## src/rtl/d_mem_arbiter_pkg.sv

```systemverilog
// Shared definitions for the two-requester d_mem arbiter: FSM encoding,
// default memory depth, requester indices and the address range helper.
package d_mem_arbiter_pkg;

   typedef enum logic [1:0] {
      ST_IDLE   = 2'd0,
      ST_ACCESS = 2'd1,
      ST_DONE   = 2'd2
   } arb_state_e;

   localparam int unsigned NUM_WORDS_DEFAULT = 32'd256;

   localparam logic REQ_IDX0 = 1'b0;
   localparam logic REQ_IDX1 = 1'b1;

   function automatic logic addr_in_range(input logic [31:0] addr,
                                          input logic [31:0] num_words);
      return (addr < num_words);
   endfunction

endpackage

```

## src/rtl/d_mem_arbiter_rr_arb2.sv

```systemverilog
// Two-way round-robin pick: a lone request wins outright, a tie goes to the
// requester that was not granted last.
module rr_arb2
   import d_mem_arbiter_pkg::*;
(
   input  logic [1:0] req,
   input  logic       last_grant,
   output logic       winner
);

   // Winner selection; the no-request case is irrelevant to the caller.
   always_comb begin
      winner = REQ_IDX0;
      case (req)
         2'b01:   winner = REQ_IDX0;
         2'b10:   winner = REQ_IDX1;
         2'b11:   winner = ~last_grant;
         default: winner = last_grant;
      endcase
   end

endmodule

```

## src/rtl/d_mem_arbiter.sv

```systemverilog
// Arbitrates two single-outstanding requesters onto one combinational-read d_mem
// port, one transaction per IDLE -> ACCESS -> DONE pass.
module d_mem_arbiter
   import d_mem_arbiter_pkg::*;
#(
   parameter int unsigned NUM_WORDS = NUM_WORDS_DEFAULT
) (
   input  logic        clk,
   input  logic        reset,
   input  logic        req0,
   input  logic        we0,
   input  logic [31:0] addr0,
   input  logic [31:0] wdata0,
   output logic        ack0,
   output logic        err0,
   output logic [31:0] rdata0,
   input  logic        req1,
   input  logic        we1,
   input  logic [31:0] addr1,
   input  logic [31:0] wdata1,
   output logic        ack1,
   output logic        err1,
   output logic [31:0] rdata1,
   output logic [31:0] mem_address,
   output logic [31:0] mem_write_data,
   output logic        mem_read,
   output logic        mem_write,
   input  logic [31:0] mem_read_data
);

   arb_state_e  state_r;
   logic        last_grant_r;
   logic        win_r;
   logic        range_err_r;

   logic        winner_s;
   logic        sel_we_s;
   logic [31:0] sel_addr_s;
   logic [31:0] sel_wdata_s;
   logic        sel_in_range_s;

   rr_arb2 u_rr_arb2 (
      .req        ({req1, req0}),
      .last_grant (last_grant_r),
      .winner     (winner_s)
   );

   // Route the winning requester's command fields to the latch point.
   always_comb begin
      if (winner_s == REQ_IDX1) begin
         sel_we_s    = we1;
         sel_addr_s  = addr1;
         sel_wdata_s = wdata1;
      end else begin
         sel_we_s    = we0;
         sel_addr_s  = addr0;
         sel_wdata_s = wdata0;
      end
      sel_in_range_s = addr_in_range(sel_addr_s, 32'(NUM_WORDS));
   end

   // Transaction FSM; mem_* registers double as the latched command so the
   // memory sees them straight from flops during ACCESS.
   always_ff @(posedge clk or posedge reset) begin
      if (reset) begin
         state_r        <= ST_IDLE;
         last_grant_r   <= REQ_IDX1;
         win_r          <= REQ_IDX0;
         range_err_r    <= 1'b0;
         mem_address    <= 32'd0;
         mem_write_data <= 32'd0;
         mem_read       <= 1'b0;
         mem_write      <= 1'b0;
         ack0           <= 1'b0;
         ack1           <= 1'b0;
         err0           <= 1'b0;
         err1           <= 1'b0;
         rdata0         <= 32'd0;
         rdata1         <= 32'd0;
      end else begin
         case (state_r)
            ST_IDLE: begin
               if (req0 || req1) begin
                  win_r       <= winner_s;
                  range_err_r <= ~sel_in_range_s;
                  state_r     <= ST_ACCESS;
                  if (sel_in_range_s) begin
                     mem_address    <= sel_addr_s;
                     mem_write_data <= sel_we_s ? sel_wdata_s : 32'd0;
                     mem_write      <= sel_we_s;
                     mem_read       <= ~sel_we_s;
                  end else begin
                     mem_address    <= 32'd0;
                     mem_write_data <= 32'd0;
                     mem_write      <= 1'b0;
                     mem_read       <= 1'b0;
                  end
               end else begin
                  state_r <= ST_IDLE;
               end
            end
            ST_ACCESS: begin
               // Read data is combinational from d_mem, so capture it on exit.
               if (mem_read) begin
                  if (win_r == REQ_IDX1) begin
                     rdata1 <= mem_read_data;
                  end else begin
                     rdata0 <= mem_read_data;
                  end
               end else begin
                  rdata0 <= rdata0;
                  rdata1 <= rdata1;
               end
               mem_address    <= 32'd0;
               mem_write_data <= 32'd0;
               mem_read       <= 1'b0;
               mem_write      <= 1'b0;
               ack0           <= (win_r == REQ_IDX0);
               ack1           <= (win_r == REQ_IDX1);
               err0           <= (win_r == REQ_IDX0) && range_err_r;
               err1           <= (win_r == REQ_IDX1) && range_err_r;
               state_r        <= ST_DONE;
            end
            ST_DONE: begin
               ack0         <= 1'b0;
               ack1         <= 1'b0;
               err0         <= 1'b0;
               err1         <= 1'b0;
               last_grant_r <= win_r;
               state_r      <= ST_IDLE;
            end
            default: begin
               mem_address    <= 32'd0;
               mem_write_data <= 32'd0;
               mem_read       <= 1'b0;
               mem_write      <= 1'b0;
               ack0           <= 1'b0;
               ack1           <= 1'b0;
               err0           <= 1'b0;
               err1           <= 1'b0;
               state_r        <= ST_IDLE;
            end
         endcase
      end
   end

endmodule

```

## config.mk

```make
export PLATFORM = sky130hd
export DESIGN_NAME = d_mem_arbiter
export DESIGN_NICKNAME = d
export VERILOG_FILES = /design/src/rtl/d_mem_arbiter_pkg.sv /design/src/rtl/d_mem_arbiter_rr_arb2.sv /design/src/rtl/d_mem_arbiter.sv
export SDC_FILE = /design/constraint.sdc
export NUM_CORES = 1
export LEC_CHECK = 0
export ABC_AREA = 1
export BUFFER_PORTS_ARGS = -buffer_cell sky130_fd_sc_hd__buf_4
export CAP_MARGIN = 20
export CORE_UTILIZATION = 41
export CTS_BUF_LIST = sky130_fd_sc_hd__clkbuf_8
export CTS_CLUSTER_SIZE = 40
export DETAILED_ROUTE_END_ITERATION = 7
export PLACE_DENSITY = 0.75
export SLEW_MARGIN = 5
export SYNTH_ARGS = -nofsm -noshare
export SYNTH_HDL_FRONTEND = slang
export SYNTH_HIERARCHICAL = 1
export SYNTH_SLANG_ARGS = --single-unit
```

## constraint.sdc

```tcl
create_clock -name clk -period 6.35 [get_ports clk]
set_clock_uncertainty 0.05 [all_clocks]
set_input_delay 0.3175 -clock clk [delete_from_list [all_inputs] [get_ports clk]]
set_output_delay 0.3175 -clock clk [all_outputs]
set_load 0.01 [all_outputs]
```

==> results.sh <==
export IMPL_fin_ws_ns=3.29
export IMPL_gp_congestion=0.899
export IMPL_path_delay_family="simple AND/OR/NAND/NOR gates"
export IMPL_dpl_cell_area_mm2=0.00861
export IMPL_clkSlewWorstSetupHoldPaths_ns=0.08
export IMPL_ys_seq_area_share_pct=54.9
export IMPL_drt_initial_drc_count=408
export IMPL_p_leak_nw=5.26
export IMPL_setup_viol=0
export IMPL_die_h_um=126
export IMPL_post_route_period_util_pct=48.2
export IMPL_routed_via_density=4.70
export IMPL_finalHoldWorstSlack_ns=0.0767
export IMPL_crit_path_start_kind="flip-flop"
export IMPL_synth_flop_cell="dfrtp_1"
export IMPL_grt_pass1_wl_um=28200
export IMPL_grt_use_total_pct=22.6
export IMPL_antenna_found_initial=0
export IMPL_critPathMostFrequentCell="nand2_1"
export IMPL_place_hpwl_um=12500
export IMPL_ys_ff_latch=139
export IMPL_die_w_um=126
export IMPL_cts_setup_buffers=0
export IMPL_drive_above_1_share_pct=32.3
export IMPL_synth_edf_count=0
export IMPL_netlist_area_mm2=0.00634
export IMPL_syn_nets=964
export IMPL_endpoint_kind="flip-flop"
export IMPL_critPathBufInv=2
export IMPL_wl_met1_um=7380
export IMPL_finalMaxSlewViolations=0
export IMPL_crit_fanout=61
export IMPL_grt_ovfl_total=0
export IMPL_critPathMaxStageDelay_ns=0.54
export IMPL_setup_worst_path_class="flip-flop to flip-flop"
export IMPL_required_ns=6.63
export IMPL_wl_met2_um=8380
export IMPL_drc=0
export IMPL_max_freq_mhz=327
export IMPL_port_buffers=299
export IMPL_grt_pass1_vias=5602
export IMPL_yosys_area_top_type_share_pct=54.5
export IMPL_diodes=0
export IMPL_grt_start_max_net_pins=87
export IMPL_cts_max_level=4
export IMPL_rows=45
export IMPL_synth_common_cells="nand2_1 (360), dfrtp_1 (138), inv_1 (93), o21ai_0 (55), nand4_1 (41)"
export IMPL_cts_tree="built"
export IMPL_start_util_pct=41.8
export IMPL_clk_path_buf_depth=2
export IMPL_drt_wl_total_um=17100
export IMPL_relSlewSlack_pct=43.6
export IMPL_cts_made_buffers=17
export IMPL_status="completed"
export IMPL_synth_cells=798
export IMPL_wl_per_cell_um=13.4
export IMPL_postRouteAntennaNets=0
export IMPL_grt_setup_unrepaired="false"
export IMPL_tightest_slew_ns=0.844
export IMPL_nFillCells=1371
export IMPL_tns_ns=0
export IMPL_io_pins=300
export IMPL_vdd_drop_max_mv=0.145
export IMPL_final_hold_viol_count=0
export IMPL_synth_top_area_cell="dfrtp_1"
export IMPL_wl_met3_um=844
export IMPL_core_area_mm2=0.0151
export IMPL_vias=6020
export IMPL_netlist_top_cells_area="dfrtp_1 (55%), nand2_1 (21%), inv_1 (5.5%), o21ai_0 (4.3%), nand4_1 (4.0%)"
export IMPL_drt_pass1_iterations=4
export IMPL_nets=1246
export IMPL_place_ws_ns=3.35
export IMPL_ys_warn_count=6
export IMPL_synth_async_reset_ratio_pct=100
export IMPL_top_layer_used="met4"
export IMPL_fp_dieArea_mm2=0.0160
export IMPL_hp_class="primary input to flip-flop"
export IMPL_fin_area_mm2=0.00904
export IMPL_area_growth_synth_to_final_pct=42.6
export IMPL_clkSinkCount=139
export IMPL_yosysMostFrequentCell="nand2_1"
export IMPL_avgSynthCellArea_um2=7.94
export IMPL_crit_arrival_ns=3.34
export IMPL_path_cells="nand2_1 > nand2_2 > buf_4 > inv_6 > nand2_1 > nand2_1 > nor2_1 > nand2_1 > nor2_8 > nand2_1 > nand2_1 > nand2_1"
export IMPL_max_cap_viol_count=0
export IMPL_critPathSlowestCell="dfstp_2"
export IMPL_clkLatencyLatePin_ns=0.45
export IMPL_yosysUniqueCellTypes=23
export IMPL_power_density_mw_per_mm2=245
export IMPL_fin_crit_ns=3.06
export IMPL_clock_root_buffer="clkbuf_8"
[registers in the layout (all words and copies together) (netlist names)]
name / count
win_r: 1
mem_write_data: 32
rdata1: 32
mem_read: 1
state_r: 2
mem_write: 1
rdata0: 32
range_err_r: 1
err1: 1
mem_address: 32
last_grant_r: 1
ack0: 1
err0: 1
ack1: 1
[report_power, final]
| group | switching (mW) | total [mW] | internal [mW] |
|---|---|---|---|
| clock | 0.346 | 0.706 | 0.360 |
| combinational | 0.389 | 0.579 | 0.190 |
| sequential | 0.0188 | 0.931 | 0.912 |
[worst paths after layout]
check / cells past startpoint / slack [ns] / endpoint / startpoint
max: 12 / 3.29 / range_err_r / last_grant_r
min: 3 / 0.08 / rdata0[31] / mem_read_data[31]
max reg2reg: 12 / 3.29 / range_err_r / last_grant_r
max in group asynchronous: 5 / 4.75 / last_grant_r / reset
min in group asynchronous: 3 / 0.40 / mem_address[29] / reset
min reg2reg: 2 / 0.43 / mem_write_data[26] / mem_write_data[26]
[layer usage]
metal / vias up / GRT usage, %
li1: 3009 / -
met1: 2762 / 29.6
met2: 209 / 36.1
met3: 40 / 5.19
met4: 0 / 9.50
met5: - / 0
[cells in the final DEF (no fill, tap or decap)]
cell / netlist / layout
o21ai_0: 55 / 55
clkinv_4: 0 / 1
o21ai_1: 15 / 15
a21oi_1: 1 / 1
bufinv_16: 0 / 2
nor2_1: 34 / 33
nand3_2: 0 / 2
nand2_2: 3 / 4
clkinv_2: 0 / 4
nand4_1: 41 / 41
clkinv_1: 1 / 1
mux2i_1: 1 / 1
inv_1: 93 / 93
dfstp_2: 1 / 1
buf_12: 0 / 1
or2_2: 1 / 1
inv_6: 1 / 6
nor2_8: 2 / 2
clkbuf_8: 0 / 18
a31oi_1: 1 / 1
buf_4: 4 / 304
nand2_1: 360 / 359
dlygate4sd3_1: 0 / 1
dfrtp_1: 138 / 138
clkinvlp_4: 0 / 2
nor2_2: 2 / 3
buf_16: 0 / 1
nand3_1: 3 / 1
nor2_4: 1 / 1
[metrics by stage]
step | power (mW) | util (%) | instances
floorplan | 1.37 | - | 798
global placement | 1.52 | 56.7 | 1246
detailed placement | 1.53 | 56.8 | 1247
CTS | 2.24 | 59.5 | 1280
global route | 2.36 | 59.7 | 1281
finish | 2.22 | 59.7 | 1281
[worst register-to-register path: stages (launching register included)]
cell     delay (ns)
dfstp_2        0.54
nand2_1        0.06
nand2_2        0.33
buf_4          0.50
inv_6          0.27
nand2_1        0.19
nand2_1        0.06
nor2_1         0.09
nand2_1        0.12
nor2_8         0.48
nand2_1        0.12
nand2_1        0.08
nand2_1        0.05
[cells by family (layout without fill, tap and decap cells)]
kind of cell,Yosys count,in the layout,synth area share [%]
AO/OA/AOI/OAI,72,72,5.71
multiplexers,1,1,0.158
flip-flops,139,139,54.9
buffers and inverters,139,434,10.2
AND/OR/NAND/NOR,447,447,29.0
[layout make-up]
cell class / count / area, um^2 / share of cell area, %
clock buffer: 18 / 248 / 2.74
timing repair buffer: 307 / 2340 / 25.9
tap: 188 / 235 / 2.60
clock inverter: 14 / 143 / 1.58
inverter: 95 / 367 / 4.06
multi-input combinational: 520 / 2230 / 24.6
sequential: 139 / 3480 / 38.5
[repair_timing]
| action | CTS | global route |
|---|---|---|
| endpoints found under the setup margin | 0 | 0 |
| hold buffers | 1 | 0 |
| resized for setup | 0 | 0 |
| hold endpoints to repair | 53 | 0 |
Note: power is estimated with default switching activity, not from simulation.
